===== src/rtl/lsu_ctrl.sv =====
`default_nettype none
//============================================================================
// Module   : lsu_ctrl
// Purpose  : Load/store unit controller. It runs one memory access per
//            request, sign- or zero-extends load data and returns a response.
//            Optional macro LSU_MISALIGN_TRAP_EN makes misaligned accesses fault.
// Revision : 1.0
//============================================================================
module lsu_ctrl #(
   parameter int              XLEN     = 64,
   parameter logic [XLEN-1:0] RAM_BASE = 64'h8000_0000
) (
   input  logic            clk,
   input  logic            rst_n,
   input  logic            req_valid,
   output logic            req_ready,
   input  logic            req_we,
   input  logic [1:0]      req_size,
   input  logic            req_unsigned,
   input  logic [XLEN-1:0] req_addr,
   input  logic [XLEN-1:0] req_wdata,
   output logic            resp_valid,
   input  logic            resp_ready,
   output logic [XLEN-1:0] resp_rdata,
   output logic            resp_err,
   output logic            mem_ren,
   output logic            mem_wen,
   output logic [XLEN-1:0] mem_raddr,
   output logic [XLEN-1:0] mem_waddr,
   output logic [XLEN-1:0] mem_wdata,
   output logic [1:0]      mem_wdt_op,
   input  logic [XLEN-1:0] mem_rdata
);

   localparam logic [1:0] c_WDT8  = 2'd0;
   localparam logic [1:0] c_WDT16 = 2'd1;
   localparam logic [1:0] c_WDT32 = 2'd2;
   localparam logic [1:0] c_WDT64 = 2'd3;

   typedef enum logic [2:0] {
      IDLE = 3'd0,
      RD   = 3'd1,
      DATA = 3'd2,
      WR   = 3'd3,
      RESP = 3'd4
   } state_t;

   state_t            r_state;
   state_t            w_next;
   logic              r_started;
   logic [XLEN-1:0]   r_addr;
   logic [XLEN-1:0]   r_wdata;
   logic [1:0]        r_size;
   logic              r_we;
   logic              r_unsigned;
   logic [XLEN-1:0]   r_rdata;
   logic              r_err;
   logic              w_misalign;
   logic              w_fault;
   logic [XLEN-1:0]   w_ext;

`ifdef LSU_MISALIGN_TRAP_EN
   always_comb begin
      w_misalign = 1'b0;
      case (req_size)
         2'd1:    w_misalign = req_addr[0];
         2'd2:    w_misalign = |req_addr[1:0];
         2'd3:    w_misalign = |req_addr[2:0];
         default: w_misalign = 1'b0;
      endcase
   end
`else
   assign w_misalign = 1'b0;
`endif

   assign w_fault = (req_addr < RAM_BASE) || w_misalign;

   always_ff @(posedge clk or negedge rst_n) begin
      if (!rst_n) r_state <= IDLE;
      else        r_state <= w_next;
   end

   always_comb begin
      w_next     = r_state;
      req_ready  = 1'b0;
      mem_ren    = 1'b0;
      mem_wen    = 1'b0;
      resp_valid = 1'b0;
      case (r_state)
         IDLE: begin
            // r_started keeps req_ready low until the first edge after reset.
            req_ready = r_started;
            if (req_valid && r_started) begin
               if (w_fault)     w_next = RESP;
               else if (req_we) w_next = WR;
               else             w_next = RD;
            end
         end
         RD: begin
            mem_ren = 1'b1;
            w_next  = DATA;
         end
         DATA: w_next = RESP;
         WR: begin
            mem_wen = 1'b1;
            w_next  = RESP;
         end
         RESP: begin
            resp_valid = 1'b1;
            if (resp_ready) w_next = IDLE;
         end
         default: w_next = IDLE;
      endcase
   end

   always_comb begin
      w_ext = mem_rdata;
      case (r_size)
         2'd0: w_ext = {{(XLEN-8){~r_unsigned & mem_rdata[7]}},   mem_rdata[7:0]};
         2'd1: w_ext = {{(XLEN-16){~r_unsigned & mem_rdata[15]}}, mem_rdata[15:0]};
         2'd2: w_ext = {{(XLEN-32){~r_unsigned & mem_rdata[31]}}, mem_rdata[31:0]};
         default: w_ext = mem_rdata;
      endcase
   end

   always_ff @(posedge clk or negedge rst_n) begin
      if (!rst_n) begin
         r_started  <= 1'b0;
         r_addr     <= '0;
         r_wdata    <= '0;
         r_size     <= 2'd0;
         r_we       <= 1'b0;
         r_unsigned <= 1'b0;
         r_rdata    <= '0;
         r_err      <= 1'b0;
      end else begin
         r_started <= 1'b1;
         if (req_valid && req_ready) begin
            r_addr     <= req_addr;
            r_wdata    <= req_wdata;
            r_size     <= req_size;
            r_we       <= req_we;
            r_unsigned <= req_unsigned;
            r_rdata    <= '0;
            r_err      <= w_fault;
         end else if (r_state == DATA && !r_we) begin
            r_rdata <= w_ext;
         end
      end
   end

   always_comb begin
      mem_wdt_op = c_WDT8;
      case (r_size)
         2'd1:    mem_wdt_op = c_WDT16;
         2'd2:    mem_wdt_op = c_WDT32;
         2'd3:    mem_wdt_op = c_WDT64;
         default: mem_wdt_op = c_WDT8;
      endcase
   end

   assign mem_raddr  = r_addr;
   assign mem_waddr  = r_addr;
   assign mem_wdata  = r_wdata;
   assign resp_rdata = r_rdata;
   assign resp_err   = r_err;

endmodule
`default_nettype wire

===== config.mk =====
export PLATFORM = sky130hd
export DESIGN_NAME = lsu_ctrl
export DESIGN_NICKNAME = d
export VERILOG_FILES = /design/src/rtl/lsu_ctrl.sv
export SDC_FILE = /design/constraint.sdc
export NUM_CORES = 1
export LEC_CHECK = 0
export ABC_AREA = 1
export BUFFER_PORTS_ARGS = -buffer_cell sky130_fd_sc_hd__buf_2
export CAP_MARGIN = 30
export CORE_AREA = 2 2 180 182
export CTS_CLUSTER_DIAMETER = 150
export DETAILED_ROUTE_END_ITERATION = 8
export DIE_AREA = 0 0 182 184
export MAX_ROUTING_LAYER = met4
export PLACE_DENSITY_LB_ADDON = 0.3
export SLEW_MARGIN = 20
export SYNTH_ARGS = -nofsm -noshare
export SYNTH_HDL_FRONTEND = slang
export SYNTH_SLANG_ARGS = --single-unit
export TNS_END_PERCENT = 50

===== constraint.sdc =====
create_clock -name clk -period 1.9 [get_ports clk]
set_input_delay 0 -clock clk [delete_from_list [all_inputs] [get_ports clk]]
set_output_delay 0 -clock clk [all_outputs]
set_load 0.01 [all_outputs]

Word level (Yosys, flattened, before mapping)

Cells that the tools add are included.

Bits in registers: 201
Latch bits: 0
Bits in writable memories: 0
Bits in read-only memories: 0
Output and inout port bits: 263
Word-level logic and storage cells: 45
Memories kept: 0

$add $sub $neg: 0
Multiply operators: 0
Divide/modulo/power cells: 0
Order comparisons: 1
Equal/unequal tests: 9
Shift operators: 0
Multiplexer cells: 13
Bitwise operators: 4
Reductions and logical operators: 9

Operator list:

| operator                                                                | count |
|---|---|
| 64-bit one-hot mux with 3 select lines                                  | 1 |
| 64-bit two-way mux                                                      | 2 |
| 64-bit by 32-bit < comparator with 1-bit output (second input constant) | 1 |
| 3-bit one-hot mux with 4 select lines                                   | 1 |
| 3-bit two-way mux                                                       | 3 |
| 3-bit by 2-bit equality test with 1-bit output (second input constant)  | 2 |
| 2-bit one-hot mux with 3 select lines                                   | 1 |
| 2-bit equality test (second input constant)                             | 2 |
| 1-bit two-way mux                                                       | 4 |
| 2-bit inequality test (second input constant)                           | 2 |
| 1-bit bitwise AND                                                       | 3 |
| 3-bit by 1-bit equality test with 1-bit output (second input constant)  | 1 |
| 3-bit equality test (second input constant)                             | 1 |
| 1-bit logical AND                                                       | 3 |
| 3-bit zero test                                                         | 1 |
| 2-bit by 1-bit equality test with 1-bit output (second input constant)  | 1 |
| 2-bit zero test                                                         | 1 |
| 2-bit two-way mux                                                       | 1 |
| 2-bit AND reduction                                                     | 1 |
| 2-bit nonzero test                                                      | 1 |
| 2-bit OR reduction                                                      | 1 |
| 1-bit zero test                                                         | 1 |
| 1-bit NOT                                                               | 1 |

Longest topological paths before layout

Word-level depth: 5
Gate-level depth with buffers: 9
Depth with buffers taken out: 9

Worst setup path after synthesis

Ideal clock, no wire load.

Path kind: flip-flop to flip-flop
From: register r_state[1]
To: register r_rdata[51], in the netlist resp_rdata[51]
Arrival time: 1.240 ns
Data required time: 1.780 ns
Path slack: 0.541 ns
Stages on the path, launching flop included: 9
Clock period less this slack: 1.359 ns
Cell sequence: dfrtp_1 -> nor2_1 -> nand2_1 -> nor2_4 -> inv_4 -> buf_6 -> buf_2 -> nand3_1 -> o21ai_2

Cells in the longest elaborated chain, start to end: 4
Elaborated cells on any way between the ends: 7
Classes of those cells: eq/ne: 1; mux: 2; reduce/logical: 4

Ends and longest elaborated chain:

| item                                                            | line | text |
|---|---|---|
| start, declared                                                 | 48   | `state_t r_state;` |
| start signal, assigned                                          | 80   | `else r_state <= w_next;` |
| 3-bit zero test                                                 | 89   | `case (r_state)` |
| 1-bit two-way mux                                               | 89   |  |
| 1-bit logical AND                                               | 138  | `if (req_valid && req_ready) begin` |
| 64-bit two-way mux / 2-bit nonzero test (equally long branches) | --   |  |
| end signal, assigned                                            | 147  | `r_rdata <= w_ext;` |
| end, declared                                                   | 56   | `logic [XLEN-1:0] r_rdata;` |

Parallel ways exist; a longest one is shown, timed or not.
A chain may end at the register's enable or synchronous reset.

Worst setup path after layout

From: input req_addr[32]
To: register r_state[2]

Cells in the longest elaborated chain, start to end: 4

Ends and longest elaborated chain:

| item                                            | line | text |
|---|---|---|
| start, declared                                 | 20   | `input logic [XLEN-1:0] req_addr,` |
| 64-bit by 32-bit < comparator with 1-bit output | 76   | `assign w_fault = (req_addr < RAM_BASE) \|\| w_misalign;` |
| 3-bit two-way mux                               | 94   | `if (w_fault) w_next = RESP;` |
| 3-bit two-way mux                               | 93   | `if (req_valid && r_started) begin` |
| 3-bit one-hot mux with 4 select lines           | 89   |  |

Every way passes these cells. The select of a mux whose other input is x is not followed.

==> flow_metrics.tcl <==
set metrics [dict create \
    startpoint "req_addr[32]" \
    cp_data_required_time_ps 2340 \
    crit_fanout 3 \
    gp_congestion 0.784 \
    yosysTopAreaCellShare_pct 57.8 \
    fin_worst_skew_ps 8.43 \
    timing.rr.end "r_state[2]" \
    drv_cap 0 \
    dp_slack_ps 328 \
    setup_viol 0 \
    drive_gt1_share_pct 35.7 \
    period_share_pct 91.9 \
    max_freq_mhz 573 \
    viasPerCell 4.36 \
    post_cts_buffers 0 \
    synth_largest_area_cell "dfrtp_1" \
    root_buffer "clkbuf_16" \
    fp-row-count 65 \
    synthTopCellsByCount "384 x nand2_1, 201 x dfrtp_1, 70 x buf_4, 70 x nand3_1, 50 x nor2_1" \
    pin_count 463 \
    power.switching_uw 8340 \
    critPathSlowestCell "dlygate4sd3_1" \
    slew_headroom_pct 60.5 \
    clock_path_buffers 3 \
    post_cts_resized 0 \
    antenna_found_initial 0 \
    drv_slew 0 \
    postLayoutSetupSlackWorst_ps 153 \
    slowest_delay_ps 540 \
    fillers 3028 \
    async_flop_share_pct 100 \
    ff2ff_setup_slack_ps 250 \
    fp.dieW_microns 182 \
    dr.pass1.iters 4 \
    clk_pin_slew_ps 60 \
    worstSetupPathType "input port to flop" \
    syn-cell-area_sq_um 8700 \
    status "complete, no violations" \
    drc 0 \
    synth.area.top_cells "dfrtp_1 58%, nand2_1 17%, buf_4 6.0%, nand3_1 4.0%, o21ai_2 3.0%" \
    start_util_pct 27.7 \
    internal_power_uw 12600 \
    fin_crit_ps 1750 \
    antenna_left 0 \
    synth_cells 979 \
    peakVddDrop_uv 646 \
    synth.avg_cell_area_sq_um 8.89 \
    vias 8690 \
    dp.cells 1753 \
    sw_frac_of_total_pct 39.9 \
    cts.sinks 201 \
    seq_power_share_pct 36.8 \
    synth_cell_types 27 \
    synth_edf_count 0 \
    ys_seq_elements 201 \
    cpMostUsedCell "nand2_1" \
    crit_end "r_state[2]" \
    antenna_cells 0 \
    io_buffers 462 \
    critPathTopFamily "buffers and inverters" \
    cts_tree "done" \
    wl_per_cell_microns 15.0 \
    clkPwrFrac_pct 21.1 \
    r2r_cells 8 \
    timing.rr.start "r_state[1]" \
    rsz0062_at_grt "false" \
    totalWireLength_microns 29900 \
    path_buf_inv 3 \
    path_cells "dlygate4sd3_1 > buf_2 > nor2_1 > nand3_1 > nor2_1 > nand4_1 > nand2_1 > nand2_1 > nand2_1 > dlygate4sd3_1" \
    fin_cells 1992 \
    multiInputGateArea_sq_um 2730 \
    dieArea_sq_um 33500 \
    final_nets 1776 \
    finalHoldViolations 0 \
    syn_nets 1179 \
    die_h_microns 184 \
    path_depth 10 \
    fin_area_sq_um 13800 \
    grt_pass1_vias 8639 \
    dp_hpwl_microns 20500 \
    p_leak_uw 0.00761 \
    final_util_pct 43.9 \
    endpoint_kind "flop" \
    post-synth-top-count-cell "nand2_1" \
    tightest_slew_ps 593 \
    clock_latency_ps 510 \
    hold_path.class "input port to async pin" \
    grt_pass1_wl_microns 45800 \
    drt_iter0_drc 356 \
    htree_levels 1 \
    critPathArrivalTime_ps 2190 \
    grt_max_degree 116 \
    p_per_area_nw_per_um2 1520 \
    placeableCoreArea_sq_um 31400 \
    ys_seq_area_share_pct 57.8 \
    track_usage_pct 17.4 \
    grt-ovfl-total 0 \
    hold_buffers 200 \
    yosys_warnings 0 \
    seqCellArea_sq_um 5030 \
    synth_ff_type "dfrtp_1" \
    cts_buffers 23 \
    cp-start-kind "input port" \
    p_comb_share_pct 42.2 \
    fin_tns_setup_ps 0 \
    place_area_sq_um 11000 \
    areaGrowthSynthToFinish_pct 58.4 \
]
per-layer routing:
layer  vias up  global-route usage, %  part of all wire (%)
li1       4203                      -                     -
met1      4089                   20.5                    41
met2       334                   30.0                    49
met3        64                   3.35                   6.2
met4         0                   6.10                   3.4
met5         -                      -                     0
worst min-delay path by stage:
stage / end / slack (ps) / startpoint
2_1_floorplan: mem_raddr[0] / -300 / rst_n
3_3_place_gp: resp_rdata[11] / 60 / rst_n
3_5_place_dp: resp_rdata[11] / 60 / rst_n
4_1_cts: resp_rdata[11] / 60 / rst_n
5_1_grt: resp_rdata[11] / 130 / rst_n
6_report: resp_rdata[11] / 80 / rst_n
cell families (layout without fill, tap and decap cells):
kind of cell    Yosys count  count (layout)  share of synthesized area (%)
buf+inv                 154             765                           10.8
other cells               1               1                         0.0431
flops                   201             201                           57.8
compound gates          107             107                           7.46
simple gates            516             516                           23.9
worst register-to-register path: cells and delay by family, from the launching register on:
| family | cells | cell delay (ps) |
|---|---|---|
| simple gates | 6 | 510 |
| flops | 1 | 410 |
| buf+inv | 2 | 670 |
area by class of cell:
class,count,share of cell area (%)
Tap cell,402,3.65
Inverter,35,0.990
Sequential cell,201,36.5
Multi-Input combinational cell,624,19.8
Clock inverter,6,0.618
Timing Repair Buffer,691,33.6
Clock buffer,33,4.81
flip-flops by register name (all words and copies together), names as in the netlist:
register,cells
r_state,3
resp_err,1
r_size,2
r_started,1
r_we,1
resp_rdata,64
mem_wdata,64
mem_raddr,64
r_unsigned,1
cell usage in the layout, fill, tap and decap left out, drive strengths merged, types with 2 or more instances in the layout:
master,n
nand4,2
a21oi,25
clkinvlp,2
nand2,387
clkinv,2
nor2,52
inv,35
nor3,4
buf,490
clkbuf,34
bufinv,2
dfrtp,201
nand3,71
o21ai,81
dlygate4sd3,200
power by group through the flow:
stage	clock network [uW]	logic (uW)	registers [uW]
after floorplan	0	4530	8440
after global placement	0	8420	7650
after detailed placement	0	8540	7710
after CTS	4570	8870	7680
after global routing	4720	9750	7920
final	4410	8820	7690
stage by stage:
| step | total power [uW] | hold slack (ps) |
|---|---|---|
| after floorplan | 13000 | -296 |
| after global placement | 16100 | 60.2 |
| after detailed placement | 16200 | 55.6 |
| after CTS | 21100 | 64.7 |
| after global routing | 22400 | 133 |
| final | 20900 | 78.6 |
Note: power is estimated with default switching activity, not from simulation.
